## src/rtl/bus_arb_mux.sv

```systemverilog
// Single-entry registered arbiter/mux: selects one valid input channel (explicit
// select or round-robin) and loads it into an output register with valid/ready.
module bus_arb_mux #(
    parameter int WIDTH    = 9,
    parameter int CHANNELS = 4,
    parameter int MODE     = 0,
    localparam int SW      = (CHANNELS > 1) ? $clog2(CHANNELS) : 1
) (
    input  logic                      clk,
    input  logic                      rst,
    input  logic [CHANNELS*WIDTH-1:0] in_data,
    input  logic [CHANNELS-1:0]       in_valid,
    output logic [CHANNELS-1:0]       in_ready,
    input  logic [SW-1:0]             sel,
    output logic [WIDTH-1:0]          out_data,
    output logic [SW-1:0]             out_chan,
    output logic                      out_valid,
    input  logic                      out_ready
);

    localparam int unsigned NCH = CHANNELS;

    logic [WIDTH-1:0]    out_data_q, out_data_d;
    logic [SW-1:0]       out_chan_q, out_chan_d;
    logic                out_valid_q, out_valid_d;
    logic [SW-1:0]       last_q, last_d;

    logic                load_en;
    logic                grant_valid;
    logic [SW-1:0]       grant_idx;
    logic [CHANNELS-1:0] grant_oh;
    logic [WIDTH-1:0]    grant_data;

    assign load_en = !out_valid_q || out_ready;

    // Grant selection. Round-robin searches last+1, last+2, ... with wrap;
    // the first valid hit wins.
    always_comb begin
        int unsigned idx_w;
        logic [SW-1:0] idx;
        grant_valid = 1'b0;
        grant_idx   = '0;
        idx_w       = 0;
        idx         = '0;
        if (MODE == 0) begin
            for (int unsigned i = 0; i < NCH; i++) begin
                if (sel == SW'(i) && in_valid[i]) begin
                    grant_valid = 1'b1;
                    grant_idx   = SW'(i);
                end
            end
        end else begin
            for (int unsigned k = 1; k <= NCH; k++) begin
                idx_w = (32'(last_q) + k) % NCH;
                idx   = SW'(idx_w);
                if (!grant_valid && in_valid[idx]) begin
                    grant_valid = 1'b1;
                    grant_idx   = idx;
                end
            end
        end
    end

    always_comb begin
        grant_oh   = '0;
        grant_data = '0;
        for (int unsigned i = 0; i < NCH; i++) begin
            grant_oh[i] = grant_valid && (grant_idx == SW'(i));
            if (grant_oh[i]) begin
                grant_data = in_data[i*WIDTH +: WIDTH];
            end
        end
    end

    // Ready is gated by reset so nothing appears accepted while the register is held clear.
    assign in_ready = (load_en && !rst) ? grant_oh : '0;

    always_comb begin
        out_valid_d = out_valid_q;
        out_data_d  = out_data_q;
        out_chan_d  = out_chan_q;
        last_d      = last_q;
        if (load_en) begin
            out_valid_d = grant_valid;
            if (grant_valid) begin
                out_data_d = grant_data;
                out_chan_d = grant_idx;
                last_d     = grant_idx;
            end
        end
    end

    always_ff @(posedge clk or posedge rst) begin
        if (rst) begin
            out_valid_q <= 1'b0;
            out_data_q  <= '0;
            out_chan_q  <= '0;
            last_q      <= SW'(CHANNELS - 1);
        end else begin
            out_valid_q <= out_valid_d;
            out_data_q  <= out_data_d;
            out_chan_q  <= out_chan_d;
            last_q      <= last_d;
        end
    end

    assign out_data  = out_data_q;
    assign out_chan  = out_chan_q;
    assign out_valid = out_valid_q;

endmodule

```

## config.mk

```make
export PLATFORM = sky130hd
export DESIGN_NAME = bus_arb_mux
export DESIGN_NICKNAME = d
export VERILOG_FILES = /design/src/rtl/bus_arb_mux.sv
export SDC_FILE = /design/constraint.sdc
export NUM_CORES = 1
export LEC_CHECK = 0
export ABC_AREA = 1
export ABC_CLOCK_PERIOD_IN_PS = 1120
export CORE_AREA = 2 2 56 58
export DETAILED_ROUTE_END_ITERATION = 6
export DIE_AREA = 0 0 58 60
export PLACE_DENSITY = 0.79
export SYNTH_ARGS = -nofsm -noshare
export SYNTH_HDL_FRONTEND = slang
export SYNTH_SLANG_ARGS = --single-unit
export TNS_END_PERCENT = 20
```

## constraint.sdc

```tcl
create_clock -name clk -period 1.12 [get_ports clk]
set_clock_uncertainty 0.1 [all_clocks]
set_input_delay 0.168 -clock clk [delete_from_list [all_inputs] [get_ports clk]]
set_output_delay 0.168 -clock clk [all_outputs]
set_load 0.02 [all_outputs]
```

# --- Yosys cells after proc, flatten, opt, wreduce, memory -nomap -nowiden ---
# Index checks and enable logic that the tools add are counted.
classes:
  n_eq_ne: 6
  mux: 12
  n_reduce_logical: 15
op_table:
  columns: ["operator", "count"]
  rows:
  - ["2-to-1 mux 9 bit", 4]
  - ["logical AND 1 bit", 9]
  - ["equality test 2 bit, second input constant", 4]
  - ["2-to-1 mux 1 bit", 5]
  - ["equality test 2 x 1 -> 1 bit, second input constant", 2]
  - ["zero test 2 bit", 2]
  - ["2-to-1 mux 2 bit", 2]
  - ["2-to-1 mux 4 bit", 1]
  - ["zero test 1 bit", 2]
  - ["AND reduction 2 bit", 1]
  - ["logical OR 1 bit", 1]
word_totals:
  register_bits: 12
  out_inout_bits: 16
  wordCells: 36

# --- Depth between registers and ports, before layout ---
logic_depth:
  ltp_word: 11
  ltp_mapped: 7

# --- Worst setup path after synthesis ---
# OpenSTA, ideal clock, no wires.
synth_path:
  kind: "flip-flop to output port"
  from: "register out_valid_q, in the netlist out_valid"
  to: "output in_ready[0]"
  t_arrival_ns: 1.097
  required_ns: 0.852
  slack_ns: -0.245
  stages_incl_launch_ff: 6
  path_buffers: 0
  path_cell_list: "dfrtp_1 inv_1 nor2_2 inv_1 nand2_1 nor2_1"
synth_between:
  elab_chain_cells: 4
synth_lines:
  columns: ["element", "line", "text"]
  rows:
  - ["from (decl)", "25", "logic out_valid_q, out_valid_d;"]
  - ["from (signal assigned)", "100", "out_valid_q <= out_valid_d;"]
  - ["zero test 1 bit", "34", "assign load_en = !out_valid_q || out_ready;"]
  - ["logical OR 1 bit", "34", null]
  - ["logical AND 1 bit", "76", "assign in_ready = (load_en && !rst) ? grant_oh : '0;"]
  - ["2-to-1 mux 4 bit", "76", null]
  - ["to (decl)", "13", "output logic [CHANNELS-1:0] in_ready,"]
# No other way between the ends.

# --- Worst setup path after layout ---
layout_path:
  from: "register out_valid_q, in the netlist out_valid"
  to: "output in_ready[1]"
# The elaborated chain is that of the path after synthesis.

==> summary.txt <==
Clocking
  • CTS buffer count: 3
  • H-tree lvl count: 1
  • CTS Sinks: 12
  • Insertion delay to the later sink of the worst-skew pair: 290 ps
  • Maximum clock path buffer count: 2
  • Root Driver: clkbuf_4
  • CTS tree: yes
  • Clock transition at path regs: 80 ps

Drt
  • TritonRoute pass-1 iters: 4
  • Post-DRT Antenna Nets: 0
  • Routed Wire Length: 3.38 mm
  • DR iter-0 viols: 52
  • Vias/cell: 5.28
  • DR WL/cell: 14.0 microns
  • Vias: 1277
  • Drt drc: 0

Power
  • Sequential share of power: 31.6%
  • Internal cell power: 1.13 mW
  • Peak supply drop: 0.571 mV
  • PwrDens: 977 mW/mm^2
  • Clock power share: 20.7%
  • Switching share of power: 35.5%
  • Final total power: 1.75 mW
  • Leakage power: 0.838 nW
  • Combinational fraction of design power: 47.7%
  • P_sw: 620 uW

Setup path
  • CP arrival: 1200 ps
  • CP max FO: 4
  • Setup slack, reg-to-reg: -110 ps
  • Worst reg2reg path startpoint: out_valid
  • Crit end category: output pin
  • WS Path Type: reg2out
  • CP required: 850 ps
  • FF-to-FF path depth: 8
  • FF-to-FF End: out_data[8]
  • Startpoint types: flip-flop

Place
  • Pre-CTS WS: -895 ps
  • Port buffer count: 60
  • DP HPWL: 2.56 mm
  • Placer's final routability congestion estimate: 0.822

Worst hold path
  • Worst hold path class: in2async

Synthesis
  • Post-synthesis compound-gate area fraction: 0.979%
  • Warnings, synthesis: 0
  • Synth cell types: 18
  • Post-synthesis xor/xnor area fraction: 0%
  • Sequential-to-total area share from yosys stat: 33.6%
  • Syn_area_per_cell: 7.33 sq um
  • Area contributors post-synth: dfrtp_1 34%, nand4_1 25%, nand2_1 16%
  • Multiplexer share of the synthesized area: 0%
  • Adder-Cell Fraction of Synth Area: 0%
  • Post-synthesis simple-gate area fraction: 56.8%
  • Synth area leader: dfrtp_1
  • Post-synth top area share: 33.6%
  • #FFs+latches synth: 12
  • Largest family of logic cells by synthesized area: simple AND/OR/NAND/NOR gates
  • Syn nets: 167
  • Syn Std Cell Area: 895 sq um
  • Cells after Synth: 122

Floorplanning
  • Die width: 58 microns
  • Core area: 0.00290 sq mm
  • # rows: 20
  • Initial Util: 30.8%
  • Die area: 0.00348 sq mm
  • Die height: 60 microns
  • Io pins: 61

Final layout
  • Filler cells: 251
  • N_diodes: 0
  • Ratio of cells with drive above 1 in the final layout: 35.4%
  • Final net count: 255
  • Multi-input gate area: 617 sq um
  • Register Area: 302 sq um
  • P&R area growth vs syn: 99.9%

STA
  • Max Freq: 0.681 GHz
  • Crit path time final: 1470 ps
  • RSZ-0062 raised after global routing: true
  • Worst rel slew slack: 84.4%
  • Final cycle utilization of the critical path: 131%
  • Slew Limit Fails: 0
  • Slew @ Worst Pin: 233 ps
  • Final Hold Viols: 0
  • Minimum hold slack: 194 ps
  • Final Worst Setup Slack: -349 ps
  • Final setup vio count: 17
  • TNS Setup: -2430 ps

Global routing
  • Initial antenna violation count: 0
  • First-pass GRT wire length: 5.38 mm
  • Grt total ovfl: 0
  • Vias in the first global route: 1231
  • Total GRT Usage: 20.2%
  • Pin count of the biggest net entering global routing: 19

Run
  • Max cap viols: 0

Run status
  • Failing checks: negative setup slack
  • Outcome: finished, violations left
critical path, stage by stage, from the launching register on:
cell and delay, ps:
dfrtp_2 410, inv_2 60, nor2_4 40, inv_2 70
nand2_4 90, nor2_4 120, buf_6 120
power by group through the flow:
stage          Combinational [mW]  Clock [mW]  Sequential, mW
6_report                    0.833       0.362           0.552
5_1_grt                     0.894       0.381           0.564
4_1_cts                     0.808       0.363           0.552
3_5_place_dp                0.850           0           0.562
3_3_place_gp                0.836           0           0.559
2_1_floorplan               0.256           0           0.655
synthesized netlist by cell type:
cell      instances
buf_1             1
buf_2             4
buf_4             1
buf_6             2
clkbuf_2          1
dfrtp_1          12
inv_1             3
inv_2             2
nand2_1          37
nand2_2           2
nand3_1          10
nand3_2           1
nand3_4           1
nand4_1          36
nor2_1            4
nor2_2            3
nor2_8            1
o21ai_2           1
final cells by class:
cell class | count | area share (%)
sequential | 12 | 16.9
inverter | 5 | 1.05
tap | 33 | 2.31
clock buffer | 4 | 2.03
timing repair buffer | 90 | 43.2
multi-input combinational | 98 | 34.5
per-layer routing:
layer  part of all wire (%)  track usage, %  vias to the layer above
li1                       -               -                      619
met1                     36            22.5                      573
met2                     54            39.0                       76
met3                    8.1            1.73                        9
met4                    1.6            8.31                        0
met5                      0               0                        -
registers in the layout, indices dropped and copies added, names as in the netlist:
register / count
out_data: 9
out_chan: 2
out_valid: 1
through the flow:
step / cells / utilization, % / instance area (sq um)
after CTS: 240 / 60.3 / 1750
after global placement: 234 / 59.9 / 1740
final: 242 / 61.6 / 1790
after detailed placement: 234 / 59.9 / 1740
after floorplan: 122 / - / 946
after global routing: 242 / 61.6 / 1790
logic make-up (layout without fill, tap and decap cells):
family	count (synthesis)	after routing
compound gates	1	2
buf+inv	14	99
simple gates	95	96
flops	12	12
cells in the final DEF (no fill, tap or decap), types with 2 or more instances in the layout:
| cell type | Yosys | routed |
|---|---|---|
| dlygate4sd2_1 | 0 | 5 |
| buf_6 | 2 | 7 |
| buf_4 | 1 | 28 |
| buf_2 | 4 | 12 |
| nand4_1 | 36 | 36 |
| nand2_4 | 0 | 3 |
| nand3_2 | 1 | 2 |
| clkdlybuf4s50_1 | 0 | 38 |
| o21ai_4 | 0 | 2 |
| clkbuf_4 | 0 | 3 |
| dfrtp_1 | 12 | 11 |
| inv_2 | 2 | 4 |
| nor2_4 | 0 | 7 |
| nand3_1 | 10 | 9 |
| nand2_1 | 37 | 35 |
what timing repair did:
action,CTS,global route
resized for setup,85,5
endpoints found under the setup margin,28,23
setup buffers,2,2
hold buffers,0,0
pin swaps,6,4
gates cloned,2,0
how the worst max path moves through the flow:
stage	from	to	slack, ps	depth (start not counted)
after floorplan	out_valid	in_ready[0]	-80	5
after global placement	sel[0]	in_ready[1]	-850	5
after detailed placement	sel[0]	in_ready[1]	-900	5
after CTS	out_valid	in_ready[2]	-350	6
after global routing	out_valid	in_ready[2]	-420	6
final	out_valid	in_ready[1]	-350	6
(Power assumes the default switching activity.)
